$ cat config.mk
export PLATFORM = sky130hd
export DESIGN_NAME = frame_feeder
export DESIGN_NICKNAME = d
export VERILOG_FILES = /design/src/rtl/frame_feeder_pkg.sv /design/src/rtl/frame_feeder_sync_fifo.sv /design/src/rtl/frame_feeder.sv
export SDC_FILE = /design/constraint.sdc
export NUM_CORES = 1
export LEC_CHECK = 0
export CAP_MARGIN = 20
export CORE_MARGIN = 2
export CORE_UTILIZATION = 40
export DETAILED_ROUTE_END_ITERATION = 6
export GPL_ROUTABILITY_DRIVEN = 1
export PLACE_DENSITY = 0.66
export SYNTH_ARGS = -nofsm -noshare
export SYNTH_HDL_FRONTEND = slang
export SYNTH_SLANG_ARGS = --single-unit
$ cat constraint.sdc
create_clock -name clk -period 5 [get_ports clk]
set_clock_uncertainty 0.15 [all_clocks]
set_input_delay 1 -clock clk [delete_from_list [all_inputs] [get_ports clk]]
set_output_delay 1 -clock clk [all_outputs]
set_load 0.03 [all_outputs]
$ cat src/rtl/frame_feeder_pkg.sv
// Shared types for the frame feeder: FSM state encoding and the FIFO entry layout.
package frame_feeder_pkg;

    localparam int FF_W = 8;

    typedef enum logic [1:0] {
        IDLE   = 2'd0,
        STREAM = 2'd1,
        GAP    = 2'd2
    } feeder_state_t;

    // Entry layout at the default sample width; the top builds the same shape at its own W.
    typedef struct packed {
        logic            last;
        logic [FF_W-1:0] data;
    } ff_entry_t;

endpackage

$ cat src/rtl/frame_feeder_sync_fifo.sv
// Synchronous FIFO with wrap-bit pointers; exposes full, empty and fill count.
module sync_fifo #(
    parameter int WIDTH = 9,
    parameter int DEPTH = 16,
    localparam int AW = $clog2(DEPTH)
) (
    input  logic             clk,
    input  logic             rstn,
    input  logic             push,
    input  logic             pop,
    input  logic [WIDTH-1:0] wr_data,
    output logic [WIDTH-1:0] rd_data,
    output logic             full,
    output logic             empty,
    output logic [AW:0]      count
);

    logic [WIDTH-1:0] mem [DEPTH];
    logic [AW:0]      wr_ptr;
    logic [AW:0]      rd_ptr;

    assign count   = wr_ptr - rd_ptr;
    assign empty   = (wr_ptr == rd_ptr);
    assign full    = (wr_ptr[AW] != rd_ptr[AW]) && (wr_ptr[AW-1:0] == rd_ptr[AW-1:0]);
    assign rd_data = mem[rd_ptr[AW-1:0]];

    always_ff @(posedge clk or negedge rstn) begin
        if (!rstn) begin
            wr_ptr <= '0;
            rd_ptr <= '0;
        end else begin
            if (push && !full)
                wr_ptr <= wr_ptr + 1'b1;
            if (pop && !empty)
                rd_ptr <= rd_ptr + 1'b1;
        end
    end

    // Storage needs no reset: emptiness is defined by the pointers alone.
    always_ff @(posedge clk) begin
        if (push && !full)
            mem[wr_ptr[AW-1:0]] <= wr_data;
    end

endmodule

$ cat src/rtl/frame_feeder.sv
// Buffers a valid/ready sample stream and replays each complete frame as a contiguous burst.
// Optional macro FRAME_FEEDER_STATS_EN enables the frames_sent burst counter.
//
// state  | meaning
// IDLE   | waiting for a complete frame in the FIFO
// STREAM | popping one sample per cycle, start high
// GAP    | one start-low cycle after the last sample of a burst
module frame_feeder
    import frame_feeder_pkg::*;
#(
    parameter int W         = 8,
    parameter int DEPTH     = 16,
    parameter int MAX_FRAME = 16
) (
    input  logic         clk,
    input  logic         rstn,
    input  logic         in_valid,
    output logic         in_ready,
    input  logic [W-1:0] in_data,
    input  logic         in_last,
    output logic         start,
    output logic [W-1:0] data_out,
    output logic         busy,
    output logic         trunc_err,
    output logic [15:0]  frames_sent
);

    localparam int CW = $clog2(DEPTH + 1);

    typedef struct packed {
        logic         last;
        logic [W-1:0] data;
    } entry_t;

    feeder_state_t state, state_nxt;
    entry_t        wr_entry, rd_entry;
    logic          fifo_full, fifo_empty;
    logic          push, pop, forced_last;
    logic          start_nxt;
    logic [W-1:0]  data_nxt;
    logic [CW-1:0] fill, frame_cnt, pend_frames;

    // Readiness follows the fill level before this cycle's pop; no bypass.
    assign in_ready      = (fill < CW'(DEPTH));
    assign push          = in_valid && !fifo_full;
    assign forced_last   = (frame_cnt == CW'(MAX_FRAME - 1));
    assign wr_entry.last = in_last | forced_last;
    assign wr_entry.data = in_data;
    assign busy          = (state != IDLE);

    sync_fifo #(
        .WIDTH(W + 1),
        .DEPTH(DEPTH)
    ) u_fifo (
        .clk     (clk),
        .rstn    (rstn),
        .push    (push),
        .pop     (pop),
        .wr_data (wr_entry),
        .rd_data (rd_entry),
        .full    (fifo_full),
        .empty   (fifo_empty),
        .count   (fill)
    );

    always_ff @(posedge clk or negedge rstn) begin
        if (!rstn) begin
            frame_cnt   <= '0;
            pend_frames <= '0;
            trunc_err   <= 1'b0;
        end else begin
            if (push)
                frame_cnt <= wr_entry.last ? '0 : frame_cnt + 1'b1;
            if (push && forced_last && !in_last)
                trunc_err <= 1'b1;
            case ({push && wr_entry.last, pop && rd_entry.last})
                2'b10:   pend_frames <= pend_frames + 1'b1;
                2'b01:   pend_frames <= pend_frames - 1'b1;
                default: pend_frames <= pend_frames;
            endcase
        end
    end

    always_comb begin
        state_nxt = state;
        pop       = 1'b0;
        start_nxt = 1'b0;
        data_nxt  = '0;
        unique case (state)
            IDLE: begin
                if (pend_frames != '0)
                    state_nxt = STREAM;
            end
            STREAM: begin
                if (!fifo_empty) begin
                    pop       = 1'b1;
                    start_nxt = 1'b1;
                    data_nxt  = rd_entry.data;
                    if (rd_entry.last)
                        state_nxt = GAP;
                end
            end
            GAP:     state_nxt = IDLE;
            default: state_nxt = IDLE;
        endcase
    end

    always_ff @(posedge clk or negedge rstn) begin
        if (!rstn) begin
            state    <= IDLE;
            start    <= 1'b0;
            data_out <= '0;
        end else begin
            state    <= state_nxt;
            start    <= start_nxt;
            data_out <= data_nxt;
        end
    end

`ifdef FRAME_FEEDER_STATS_EN
    always_ff @(posedge clk or negedge rstn) begin
        if (!rstn)
            frames_sent <= '0;
        else if (pop && rd_entry.last)
            frames_sent <= frames_sent + 16'd1;
    end
`else
    assign frames_sent = '0;
`endif

endmodule
==> reports/metrics.cfg, run 1 <==
[final_layout]
antenna_cells = 0
drive_gt1_frac = 0.194
final_core_util = 0.462
final.fill_count = 1507
area_growth_pct = 13.2
layout.nets = 478

[routing]
drtPass1Iterations = 4
via_count = 3637
ant_nets = 0
finalWirelength_um = 13700
via_per_inst = 5.24
initialDrtViolationCount = 274
route.detailed.drc = 0
wl_per_cell_um = 19.7

[timing]
setup_viol = 0
hold_viol_final = 0
relSlewSlack = 0.253
fin_crit_sh = 0.781
rsz0062_at_grt = false
min_period_ps = 3900
maxSlewViolCount = 0
worst_pin_slew_ps = 1120
tns_ps = 0
max_freq_mhz = 256

[clocking]
clk_path_buf_depth = 2
ctsHoldBuffers = 0
worstSkewPairLatency_ps = 430
tritoncts = built
cts.clk_slew.worst_paths_ps = 60
clkSinkCount = 176
htreeDepth = 4
post-cts-setup-buffer-count = 0
cts_made_buffers = 17
root_buffer = clkbuf_16
cts-resized-gates = 0

[power_and_ir_drop]
peakVddDrop_mv = 0.287
p_leak_nw = 2.90
finalPower_mw = 4.93
power-per-cell-area_nw_per_um2 = 594

[synth]
yosysWarnings = 0
async_flop_share = 0.182
synth_cells = 420
avgSynthCellArea_sq_um = 17.4
yosysUniqueCellTypes = 43
synth_top_flop_cell = edfxtp_1
syn-cell-area_sq_um = 7330
ys_seq_area_frac = 0.699
ys_ff_latch = 176
synth-edff-count = 144

[die]
io_pins = 40
die_w_um = 139
start_util = 0.408
die_y_um = 139
coreArea_sq_um = 18000
die_area_sq_um = 19400
rows = 49

[outcome]
status = finished, final reports clean

[critical_path]
arrival_ps = 4100
critPathLaunchType = flip-flop
rr_worst_depth = 15
reg2reg_setup_slack_ps = 1100
setup.worst_path.class = reg -> reg
r2r_end = pend_frames[4]
worstPathMaxFanout = 14
r2r_start = u_fifo.rd_ptr[3]
critPathCaptureType = flip-flop
worstPathRequired_ps = 5200

[global_route]
grt_pass1_vias = 3677
grt_max_degree = 37
grt_pass1_wl_um = 21500
overflow = 0
track_usage = 0.150
antenna_found_initial = 0

[worst_hold_path]
hp-start = trunc_err
min_path_cells = 1
holdPathEnd = trunc_err
hold_path_class = reg -> reg

[place]
place_congestion = 0.760
dpl.hpwl_um = 8440
port_buffers = 23

[job]
maxCapViolations = 0

[layer usage]
layer	share of wire	vias to the layer above	global-route usage
met4	0.013	0	0.0463
met1	0.42	1885	0.199
li1	-	1635	-
met3	0.055	13	0.0361
met5	0	-	0
met2	0.51	104	0.245
[sequential cells by signal, indices dropped and copies added (netlist names)]
| register | cells |
|---|---|
| pend_frames | 5 |
| trunc_err | 1 |
| u_fifo.wr_ptr | 5 |
| frame_cnt | 5 |
| u_fifo.mem | 144 |
| u_fifo.rd_ptr | 5 |
| start | 1 |
| data_out | 8 |
| state | 2 |
[worst max-delay path, stage by stage (launching register included)]
cell      delay [ps]
dfrtp_1          690
clkinv_1         200
ha_1             350
nand4_1          180
o21ai_1          100
or2_1            210
buf_4            200
nor2_1           190
ha_1             330
xor2_1           180
ha_1             200
nor2b_1          180
a21oi_1           90
o32a_1           300
nor2_1           110
xor2_1           150
[kinds of logic (layout without fill, tap and decap cells)]
| logic type | count (synthesis) | after routing | synth area share |
|---|---|---|---|
| AND/OR/NAND/NOR | 90 | 90 | 0.0586 |
| adder cells (fa/ha/maj) | 14 | 14 | 0.0239 |
| flip-flops | 176 | 176 | 0.699 |
| buffers and inverters | 44 | 74 | 0.0408 |
| XOR/XNOR | 17 | 17 | 0.0203 |
| other | 1 | 16 | 0.000512 |
| AO/OA/AOI/OAI | 33 | 33 | 0.0335 |
| multiplexers | 45 | 45 | 0.123 |
[worst max-delay path by stage]
stage / startpoint / end / slack [ps] / cells after the start
3_5_place_dp: in_last / pend_frames[4] / 1020 / 12
4_1_cts: u_fifo.rd_ptr[3] / pend_frames[4] / 1110 / 15
5_1_grt: u_fifo.rd_ptr[3] / pend_frames[4] / 780 / 15
3_3_place_gp: in_last / pend_frames[4] / 1210 / 12
2_1_floorplan: u_fifo.rd_ptr[3] / pend_frames[4] / 1330 / 18
6_report: u_fifo.rd_ptr[3] / pend_frames[4] / 1100 / 15
[metrics by stage]
stage | std cells | setup slack [ps] | hold slack, ps | area [sq um]
global placement | 662 | 1210 | 303 | 7710
finish | 694 | 1100 | 330 | 8300
detailed placement | 662 | 1020 | 315 | 7710
CTS | 694 | 1110 | 330 | 8300
floorplan | 435 | 1330 | 287 | 7380
global route | 694 | 782 | 362 | 8300
[power breakdown]
| part | internal (mW) | switching (mW) |
|---|---|---|
| Sequential | 1.82 | 0.163 |
| Clock | 0.756 | 0.542 |
| Combinational | 0.723 | 0.923 |
| Total | 3.30 | 1.63 |
[cell usage in the layout (no fill, tap or decap), types with 2 or more instances in the layout]
cell             count
buf_4               10
dfrtp_1             31
o21a_1               2
clkbuf_16           17
a21oi_1              6
o21ai_0             10
nand4_1              2
o21ai_1              2
ha_1                14
clkinv_4             4
nor3_1               5
mux4_2              36
xnor2_1             10
edfxtp_1           144
bufinv_16            2
nand3_1              5
inv_8                2
nor2_1              20
xor2_1               7
mux2i_1              8
inv_1                7
nand2_1             35
clkinv_2             2
clkinvlp_4           2
and3_1               9
conb_1              16
clkdlybuf4s50_1     22
clkbuf_1             3
nand2b_1             3
a211oi_2             8
nor2b_1              4
[cell type report]
cell class	instances	area [sq um]	area share
Sequential cell	176	5130	0.618
Multi-Input combinational cell	215	1960	0.236
Clock buffer	21	450	0.0543
Timing Repair Buffer	33	300	0.0362
Tap cell	229	287	0.0345
Clock inverter	11	134	0.0161
Inverter	9	38.8	0.00468
[Yosys cell counts (all sizes together), types with 2 or more instances]
library cell	count	area (sq um)
a211oi	9	108
a21oi	6	30.0
and3	9	56.3
buf	31	245
clkbuf	4	15.0
clkinv	2	12.5
dfrtp	32	801
edfxtp	144	4320
ha	14	175
inv	7	26.3
mux2i	8	80.1
mux4	36	811
nand2	35	131
nand2b	3	18.8
nand3	5	25.0
nand4	3	33.8
nor2	20	75.1
nor2b	4	25.0
nor3	5	25.0
o21a	2	15.0
o21ai	12	60.1
or2	2	12.5
xnor2	10	87.6
xor2	7	61.3
No activity file was read; power rests on OpenSTA's default activity.
==> run 2: changes to the inputs <==
Clock period 5 ns to 3.93 ns, I/O delays scaled along.
==> run 2 against run 1 <==
Against the previous run:
- clock-buffer cell count fell by 2
- non-clock buffer count rose by 15
- hold slack got worse by 37 ps
- largest power group unchanged
- clock power rose by 17%
- routed wire length rose by 0.60%
- largest cell class unchanged
- combinational power rose by 29%
- core utilization rose by 0.33 points
- die area did not move
- register-to-register slack got worse by 790 ps
==> reports/metrics.cfg, run 2 (same netlist as run 1, synthesis figures left out) <==
[timing]
min_period_ps = 3620  ; -283 ps
maxSlewViolCount = 0  ; unchanged
tns_ps = 0  ; unchanged
relSlewSlack = 0.476  ; +0.223
hold_viol_final = 0  ; unchanged
max_freq_mhz = 276  ; +7.8%
rsz0062_at_grt = false
setup_viol = 0  ; unchanged
fin_crit_sh = 0.921  ; +0.141
worst_pin_slew_ps = 785  ; -331 ps
worst_hold_slack_ps = 293  ; -36.8 ps

[global_route]
grt_pass1_vias = 3830  ; +4.2%
overflow = 0  ; unchanged
grt_max_degree = 37  ; unchanged
antenna_found_initial = 0  ; unchanged
track_usage = 0.150  ; +0.000491
grt_pass1_wl_um = 21600  ; +0.54%

[clocking]
worstSkewPairLatency_ps = 420  ; about the same
clk_path_buf_depth = 2  ; unchanged
htreeDepth = 4  ; unchanged
root_buffer = clkbuf_16
cts_made_buffers = 17  ; unchanged
cts-resized-gates = 0  ; unchanged
clkSinkCount = 176  ; unchanged
cts.clk_slew.worst_paths_ps = 60  ; about the same
post-cts-setup-buffer-count = 0  ; unchanged
tritoncts = built
ctsHoldBuffers = 0  ; unchanged

[place]
placed_cell_area_sq_um = 7820  ; +1.4%
dpl.hpwl_um = 8560  ; +1.4%
place_congestion = 0.796  ; +4.7%
port_buffers = 23  ; unchanged

[outcome]
status = finished, final reports clean

[routing]
finalWirelength_um = 13700  ; +0.60%
ant_nets = 0  ; unchanged
route.detailed.drc = 0  ; unchanged
via_count = 3686  ; +1.3%
initialDrtViolationCount = 299  ; +9.1%
via_per_inst = 5.20  ; -0.80%
wl_per_cell_um = 19.4  ; -1.5%
drtPass1Iterations = 5  ; +1

[die]
io_pins = 40  ; unchanged
die_area_sq_um = 19400  ; unchanged
start_util = 0.408  ; unchanged
die_y_um = 139  ; unchanged
coreArea_sq_um = 18000  ; unchanged
die_w_um = 139  ; unchanged
rows = 49  ; unchanged

[critical_path]
critPathCaptureType = flip-flop
setup.worst_path.class = reg -> reg
arrival_ps = 3810  ; -290 ps
critPathLaunchType = flip-flop
worstPathMaxFanout = 14  ; unchanged
worstPathRequired_ps = 4110  ; -1090 ps

[power_and_ir_drop]
peakVddDrop_mv = 0.313  ; +9.2%
power-per-cell-area_nw_per_um2 = 738  ; +24%
p_leak_nw = 2.96  ; +2.0%

[final_layout]
drive_gt1_frac = 0.223  ; +0.0294
design_area_sq_um = 8360  ; +0.71%
largest_reg_flops = 144  ; unchanged
final_common_cell = edfxtp_1
layout.nets = 493  ; +3.1%
antenna_cells = 0  ; unchanged
area_growth_pct = 14.0
final_cell_mix = edfxtp_1 (144), mux4_2 (36), nand2_1 (35)

[job]
maxCapViolations = 0  ; unchanged

[worst_hold_path]
hold_path_class = in -> async

-- run 2: cell count changes in the layout (fill, tap and decap cells not counted), sizes merged --
| cell | previous run | this run |
|---|---|---|
| buf | 11 | 27 |
| bufinv | 2 | 0 |
| clkbuf | 21 | 19 |
| clkdlybuf4s50 | 22 | 21 |
| clkinv | 7 | 6 |
| inv | 9 | 14 |
-- run 2: routing by layer --
layer  up-vias  track usage  share of wire
met2       107        0.255           0.52
li1       1664            -              -
met5         -            0              0
met4         0       0.0521          0.012
met3        13       0.0306          0.045
met1      1902        0.192           0.42
-- run 2: per-stage QoR --
stage | util | power [mW] | worst slack (ps) | cells
after global placement | 0.435 | 4.64 | 544 | 677
after global routing | 0.465 | 6.50 | 103 | 709
after detailed placement | 0.435 | 4.71 | 323 | 677
after floorplan | - | 4.16 | 260 | 435
final | 0.465 | 6.16 | 309 | 709
after CTS | 0.465 | 6.23 | 308 | 709
-- run 2: layout make-up --
class / instances / area, sq um
Multi-Input combinational cell: 215 / 1960
Timing Repair Buffer: 48 / 410
Clock inverter: 13 / 100
Clock buffer: 19 / 433
Inverter: 9 / 38.8
Sequential cell: 176 / 5130
Fill cell: 1498 / 9610
Tap cell: 229 / 287
-- run 2: final timing paths --
check	start	endpoint	slack (ps)	depth (start not counted)
max	u_fifo.rd_ptr[0]	pend_frames[4]	310	13
min	rstn	frame_cnt[4]	290	1
max reg2reg	u_fifo.rd_ptr[0]	pend_frames[4]	310	13
min reg2reg	frame_cnt[3]	frame_cnt[3]	330	1
max in group asynchronous	rstn	u_fifo.rd_ptr[0]	2790	1
min in group clk	frame_cnt[3]	frame_cnt[3]	330	1
-- run 2: critical path: stages (launching register included) --
cell and delay [ps]:
dfrtp_2 650, mux4_2 560, nand2_1 80, nand2_1 60, o21ai_1 250, nor2_1 110
ha_1 310, xor2_1 200, ha_1 230, nor3b_1 250, a21oi_1 90, o32a_1 310
nor2_1 110, xor2_1 160
-- run 2: report_power, final --
part	total (mW)	switching (mW)	internal, mW
combinational	2.13	1.19	0.946
clock	1.52	0.698	0.819
sequential	2.51	0.198	2.32
total	6.16	2.08	4.08
